`src/rtl/simple_uart_pkg.sv`:
```
// Shared UART definitions: receiver/transmitter state set, frame width and default bit timing.
package simple_uart_pkg;

    localparam int DATA_BITS            = 8;
    localparam int CLKS_PER_BIT_DEFAULT = 434;

    typedef enum logic [2:0] {
        IDLE,
        START,
        DATA,
        STOP,
        BREAK
    } uart_state_t;

endpackage

```
`src/rtl/sync_2ff.sv`:
```
// Two-flop synchronizer for a single asynchronous bit, with a configurable reset level.
module sync_2ff #(
    parameter logic RESET_VAL = 1'b1
) (
    input  logic clk,
    input  logic rst_n,
    input  logic d,
    output logic q
);

    logic meta;

    always_ff @(posedge clk or negedge rst_n) begin
        if (!rst_n) begin
            meta <= RESET_VAL;
            q    <= RESET_VAL;
        end else begin
            meta <= d;
            q    <= meta;
        end
    end

endmodule

```
`src/rtl/simple_uart_rx.sv`:
```
// 8N1 UART receiver: mid-bit sampling, registered outputs, stop-bit errors park in BREAK until the line idles.
module simple_uart_rx
    import simple_uart_pkg::*;
#(
    parameter int CLKS_PER_BIT = CLKS_PER_BIT_DEFAULT
) (
    input  logic                 clk,
    input  logic                 rst_n,
    input  logic                 line,
    output logic [DATA_BITS-1:0] data,
    output logic                 valid,
    output logic                 frame_err,
    output logic                 busy
);

    localparam int CW = $clog2(CLKS_PER_BIT);
    localparam int BW = $clog2(DATA_BITS);
    localparam logic [CW-1:0] CNT_MID  = CW'((CLKS_PER_BIT - 1) / 2);
    localparam logic [CW-1:0] CNT_LAST = CW'(CLKS_PER_BIT - 1);
    localparam logic [BW-1:0] BIT_LAST = BW'(DATA_BITS - 1);

    logic                 rx;
    uart_state_t          state, state_n;
    logic [CW-1:0]        cnt, cnt_n;
    logic [BW-1:0]        bit_idx, bit_idx_n;
    logic [DATA_BITS-1:0] shreg, shreg_n;
    logic [DATA_BITS-1:0] data_n;
    logic                 valid_n, frame_err_n, busy_n;

    sync_2ff #(.RESET_VAL(1'b1)) u_sync (
        .clk   (clk),
        .rst_n (rst_n),
        .d     (line),
        .q     (rx)
    );

    always_ff @(posedge clk or negedge rst_n) begin
        if (!rst_n) begin
            state     <= IDLE;
            cnt       <= '0;
            bit_idx   <= '0;
            shreg     <= '0;
            data      <= '0;
            valid     <= 1'b0;
            frame_err <= 1'b0;
            busy      <= 1'b0;
        end else begin
            state     <= state_n;
            cnt       <= cnt_n;
            bit_idx   <= bit_idx_n;
            shreg     <= shreg_n;
            data      <= data_n;
            valid     <= valid_n;
            frame_err <= frame_err_n;
            busy      <= busy_n;
        end
    end

    always_comb begin
        state_n     = state;
        cnt_n       = cnt;
        bit_idx_n   = bit_idx;
        shreg_n     = shreg;
        data_n      = data;
        valid_n     = 1'b0;
        frame_err_n = 1'b0;

        case (state)
            IDLE: begin
                if (!rx) begin
                    state_n = START;
                    cnt_n   = '0;
                end
            end
            START: begin
                if (cnt == CNT_MID) begin
                    cnt_n = '0;
                    if (!rx) begin
                        state_n   = DATA;
                        bit_idx_n = '0;
                    end else begin
                        state_n = IDLE;
                    end
                end else begin
                    cnt_n = cnt + CW'(1);
                end
            end
            DATA: begin
                if (cnt == CNT_LAST) begin
                    cnt_n   = '0;
                    shreg_n = {rx, shreg[DATA_BITS-1:1]};
                    if (bit_idx == BIT_LAST) begin
                        state_n   = STOP;
                        bit_idx_n = '0;
                    end else begin
                        bit_idx_n = bit_idx + BW'(1);
                    end
                end else begin
                    cnt_n = cnt + CW'(1);
                end
            end
            STOP: begin
                // Leaving at mid-stop lets a start bit that follows with no gap be caught from IDLE.
                if (cnt == CNT_LAST) begin
                    cnt_n = '0;
                    if (rx) begin
                        data_n  = shreg;
                        valid_n = 1'b1;
                        state_n = IDLE;
                    end else begin
                        frame_err_n = 1'b1;
                        state_n     = BREAK;
                    end
                end else begin
                    cnt_n = cnt + CW'(1);
                end
            end
            BREAK: begin
                if (rx) begin
                    state_n = IDLE;
                end
            end
            default: begin
                state_n = IDLE;
                cnt_n   = '0;
            end
        endcase

        busy_n = (state_n != IDLE);
    end

endmodule

```
`config.mk`:
```
export PLATFORM = sky130hd
export DESIGN_NAME = simple_uart_rx
export DESIGN_NICKNAME = d
export VERILOG_FILES = /design/src/rtl/simple_uart_pkg.sv /design/src/rtl/sync_2ff.sv /design/src/rtl/simple_uart_rx.sv
export SDC_FILE = /design/constraint.sdc
export NUM_CORES = 1
export LEC_CHECK = 0
export CAP_MARGIN = 40
export CORE_UTILIZATION = 55
export DETAILED_ROUTE_END_ITERATION = 7
export PLACE_DENSITY = 0.75
export SLEW_MARGIN = 30
export SYNTH_ARGS = -nofsm -noshare
export SYNTH_HDL_FRONTEND = slang
export SYNTH_SLANG_ARGS = --single-unit
export TNS_END_PERCENT = 100
```
`constraint.sdc`:
```
create_clock -name clk -period 2.6 [get_ports clk]
set_input_delay 0.26 -clock clk [delete_from_list [all_inputs] [get_ports clk]]
set_output_delay 0.26 -clock clk [all_outputs]
set_load 0.1 [all_outputs]
```
**Word level (Yosys, flattened, before mapping)**

Cells that the tools add are included.

- Add/sub/neg operators: 2
- Multipliers: 0
- Div/mod/pow operators: 0
- Magnitude comparators: 0
- Eq/ne operators: 11
- Shifts and indexed selects: 0
- Multiplexer cells: 24
- Bitwise operators: 1
- Reduce and logical (&&, ||, !) cells: 8

Operators by type and width:

| operator | number |
|---|---|
| 9-bit one-hot mux with 4 select lines | 1 |
| 3-bit 2-to-1 mux | 11 |
| 9-bit 2-to-1 mux | 3 |
| 3-bit one-hot mux with 5 select lines | 1 |
| 9-bit by 1-bit adder with 9-bit output, second input constant | 1 |
| 9-bit by 8-bit equality test with 1-bit output, second input constant | 1 |
| 9-bit equality test, second input constant | 1 |
| 2-bit inequality test, second input constant | 4 |
| 3-bit by 2-bit equality test with 1-bit output, second input constant | 2 |
| 3-bit equality test, second input constant | 2 |
| 1-bit 2-to-1 mux | 6 |
| 3-bit one-hot mux with 2 select lines | 1 |
| 2-bit AND reduction | 2 |
| 4-bit AND reduction | 1 |
| 3-bit by 1-bit adder with 3-bit output, second input constant | 1 |
| 3-bit by 1-bit equality test with 1-bit output, second input constant | 1 |
| 3-bit logical NOT | 1 |
| 3-bit AND reduction | 1 |
| 3-bit nonzero test | 1 |
| 2-bit 2-to-1 mux | 1 |
| 2-bit nonzero test | 1 |
| 2-bit OR reduction | 1 |
| 1-bit NOT | 1 |

- Flip-flop bits (word level): 36
- Bits in latches: 0
- Memory bits (writable): 0
- Memory bits (read-only): 0
- Input port bits: 3
- Output and inout port bits: 11
- Word-level logic and storage cells: 56
- Memories: 0

**Logic depth before layout (Yosys ltp)**

- Depth in word-level cells: 5
- Gate-level depth with buffers: 7
- Mapped depth without buffers: 6

**Hierarchy**

Synthesis repeated with hierarchy kept, for this count alone.

- Cells, all modules: 153
- Area, all modules: 1,770.4 µm²

By module, submodules not included:

| module | times used | cells an instance | area an instance (µm²) | seq. area each (µm²) |
|---|---|---|---|---|
| simple_uart_rx | 1 | 151 | 1,717.9 | 850.8 |
| sync_2ff | 1 | 2 | 52.6 | 52.6 |

**Worst setup path after synthesis**

OpenSTA, ideal clock, no wires.

- Path kind: register to register
- From: reg cnt[0]
- To: reg bit_idx[0]
- Library setup time: 0.125 ns
- Arrival: 1.708 ns
- Data required time: 2.475 ns
- Setup slack: 0.767 ns
- Cell stages (with the launch flop): 7
- Buffers on the path: 0
- Period minus slack after synthesis: 1.833 ns
- Cells stage by stage: dfrtp_1 inv_1 ha_1 and4bb_4 a2111oi_4 nor3_2 mux2_4

- Word-level cells in the longest chain between the ends: 3
- Elaborated cells between the ends (all ways): 5
- Classes of those cells: eq/ne: 4; reduce/logical: 1

Ends and longest elaborated chain:

| element | RTL line | text |
|---|---|---|
| start: declaration | simple_uart_rx.sv:24 | `logic [CW-1:0] cnt, cnt_n;` |
| start signal: assignment | simple_uart_rx.sv:49 | `cnt <= cnt_n;` |
| 9-bit equality test or 9-bit by 8-bit equality test with 1-bit output (tied branches) | simple_uart_rx.sv:89, simple_uart_rx.sv:76 |  |
| 2-bit inequality test (no source line) | n/a |  |
| 4-bit AND reduction (no source line) * | n/a |  |
| end signal: assignment | simple_uart_rx.sv:50 | `bit_idx <= bit_idx_n;` |
| end: declaration | simple_uart_rx.sv:25 | `logic [BW-1:0] bit_idx, bit_idx_n;` |

Mark *: on every way between the ends. The rest lies on a longest branch, timed or not.
A chain may end at the register's enable or synchronous reset.

**Final worst setup path**

- From: reg cnt[1]
- To: reg data[4]

- Word-level cells in the longest chain between the ends: 2

Ends and longest elaborated chain:

| element | RTL line | text |
|---|---|---|
| 9-bit equality test | simple_uart_rx.sv:104 | `if (cnt == CNT_LAST) begin` |
| 3-bit AND reduction (no source line) | n/a |  |
| end signal: assignment | simple_uart_rx.sv:52 | `data <= data_n;` |
| end: declaration | simple_uart_rx.sv:10 | `output logic [DATA_BITS-1:0] data,` |

Every way passes these cells.

==> results.md <==
* Tot Pwr at ~0.00086 W
* Row count at 19
* Hpwl dp at approximately 2100 um
* Cts hold-fix bufs at 0
* R2R cell count at 6
* Startpoint types: register
* Final setup vio count at 0
* ANT cells at 0
* Starting Density at 60.44%
* Area after DPL at ~0.0019 mm2
* Final instance area at 0.001911 mm2
* Max FO, Critical Path at 9
* Die area at between 0.003 and 0.004 mm2
* Cell Area, Synth at between 0.0015 and 0.002 mm2
* Slew Viols, Final at 0
* Setup TNS at 0 ps
* Arrival time at the worst endpoint at around 2300 ps
* Ys async rst share at 100.0%
* Die Y at just under 60 um
* Skew-Pair Late Insertion Delay at 350 ps
* Overall Global Routing Usage at 20.97%
* Worst vdd ir at ~0.0004 V
* Worst Path Required at between 2000 and 3000 ps
* Core area at around 0.0029 mm2
* Area Overhead vs Synth at 10.81%
* Power per cell area at around 450 mW/mm2
* Worst Path Buf+Inv at 1
* CTS tree: built
* Via density at about 5.7
* Synth Register Bits at 36
* Post-synth EDFFs at 0
* Commonest non-fill, non-tap cells in the layout: dfrtp_1, nand2_1, mux2_2
* Slowest-stage cell, CP: dfrtp_1
* IO buf count at 13
* Yosys warns at 0
* Pre-antenna DRT Iters at 4
* Initial antenna violation count at 0
* Clock sink total at 36
* Final GP Congestion at about 0.9
* Fin nets at 180
* Routed vias at ~1200
* Residual DRC at 0
* Fmax at just under 500 MHz
* Max incr delay on CP at 420 ps
* Wire per inst at about 15 um
* Ports at 14
* Detail Route Antenna Nets at 0
* Max-cap violations at 0
* Largest net degree at the start of global routing at 37
* Layout cells sized above 1 at about 25%
* Final period utilization at between 70 and 80%
* Sequential area share after synthesis at a little over half
* Number of global-route vias before repair at approximately 1100
* Crit path max-delay family: simple AND/OR/NAND/NOR gates
* Synth Flop Type: dfrtp_1
* GR Overflow Total at 0
* CTS Buf Count at 5
* Worst slew margin at about two thirds
* Worst Clk Skew at around 9.2 ps
* Pin slew with the least headroom to its limit at about 470 ps
* Post-layout min period at around 2000 ps
* Post-CTS setup buffers at 0
* Most common cell after layout, fill and taps aside: dfrtp_1
* Kind of critical path: register to register
* First-pass GRT wire length at 5071 um
* Status: complete, no violations
* Clock Path Buffers at 2
* Worst Setup End Kind: register
* Worst Hold Class: input pin to async pin
* Post-synthesis average cell area at 11.20 um2
* Root buffer cell: clkbuf_4
* Hold Violations, Final at 0
* DIE WIDTH at 57.99 um
* WL final at approximately 3000 um
* CTS H-tree lvls at 2
* Reg clk slew, reported paths at ~100 ps
* Crit-path cells: inv_1, ha_1, and4bb_2, and2_4, and3_1, mux2_2
* LEAKAGE at ~0.9 nW
* Cells after synthesis at between 150 and 200
* Syn Nets at 162
* Levels on crit path at 6
* 1st-iter DRT viols at 37
* Post-cts sizing count at 0
* RSZ-0062 raised after global routing: false
* Synth cell types at 34
-- path summary, 6_finish.rpt --
path / startpoint / end / slack [ps]
worst max register to register: cnt[1]$_DFFE_PN0P_ / data[4]$_DFFE_PN0P_ / 580
worst min register to register: u_sync.meta$_DFF_PN1_ / u_sync.q$_DFF_PN1_ / 350
worst max-delay path: cnt[1]$_DFFE_PN0P_ / data[4]$_DFFE_PN0P_ / 580
min in group clk: line / u_sync.meta$_DFF_PN1_ / 320
max in group asynchronous: rst_n / u_sync.meta$_DFF_PN1_ / 1940
worst min-delay path: rst_n / cnt[8]$_DFFE_PN0P_ / 310
-- worst register-to-register path, stage by stage, from the launching register on --
cell and delay (ps):
dfrtp_1 420, inv_1 90, ha_1 130, and4bb_2 290
and2_4 180, and3_1 410, mux2_2 380
-- layer usage --
metal / share of wire (%) / GRT usage (%) / vias up
met5: 0 / 0 / -
met4: 1.6 / 9.184 / 0
met3: 5.2 / 8.036 / 7
met2: 46 / 30.71 / 24
met1: 47 / 27.91 / 554
li1: - / - / 581
-- synth_stat cells (2+ instances only) --
master    instances  area (um2)
and2_1            2       12.51
a31oi_1           2       12.51
ha_1              5       62.56
a41oi_1           2       17.52
inv_1             7       26.28
dfrtp_1          34       850.8
a21oi_1           6       30.03
nor2b_1           3       18.77
nand2_1          18       67.56
and3_1            3       18.77
nor3b_1           2       15.01
mux2i_1           5       50.05
and4b_1           2       20.02
o211ai_1          3       22.52
o21ai_0          10       50.05
mux2_2           16       180.2
dfstp_2           2       52.55
nor3_1            4       20.02
clkbuf_1          2       7.510
nand3_1           3       15.01
nor2_1           10       37.54
-- power breakdown --
group	internal (W)	switching, W
registers	0.000562	0.00000176
clock network	0.000105	0.000177
logic	0.00000487	0.0000118
-- kinds of logic (layout without fill, tap and decap cells) --
kind of cell / after synthesis / in the layout / share of synthesized area [%]
flops: 36 / 36 / 52.39
mux: 22 / 22 / 14.22
compound gates: 26 / 26 / 10.09
simple gates: 55 / 55 / 17.42
buf+inv: 10 / 29 / 2.250
fa+ha+maj: 5 / 5 / 3.628
-- flip-flops by register name, summed over array words and instances (netlist names) --
signal / flops
cnt: 9
data: 8
shreg: 8
bit_idx: 3
state: 3
busy: 1
frame_err: 1
u_sync.meta: 1
u_sync.q: 1
valid: 1
-- metrics by stage --
step           hold slack [ps]  utilization, %  setup slack, ps  std cells
2_1_floorplan           -35.59               -            767.2        154
3_3_place_gp             346.8           65.22            592.8        196
3_5_place_dp             348.4           65.22            584.9        196
4_1_cts                  299.4           66.97            570.6        204
5_1_grt                  286.4           66.97            453.4        204
6_report                 313.5           66.97            584.4        204
-- final cells by class --
| class | instances | area (um2) |
|---|---|---|
| Inverter | 7 | 26.28 |
| Tap cell | 31 | 38.79 |
| Fill cell | 223 | 942.2 |
| Clock inverter | 1 | 5.005 |
| Sequential cell | 36 | 903.4 |
| Timing Repair Buffer | 14 | 110.1 |
| Clock buffer | 7 | 45.04 |
| Multi-Input combinational cell | 108 | 782.0 |
Power figures use the tool's default switching activity.
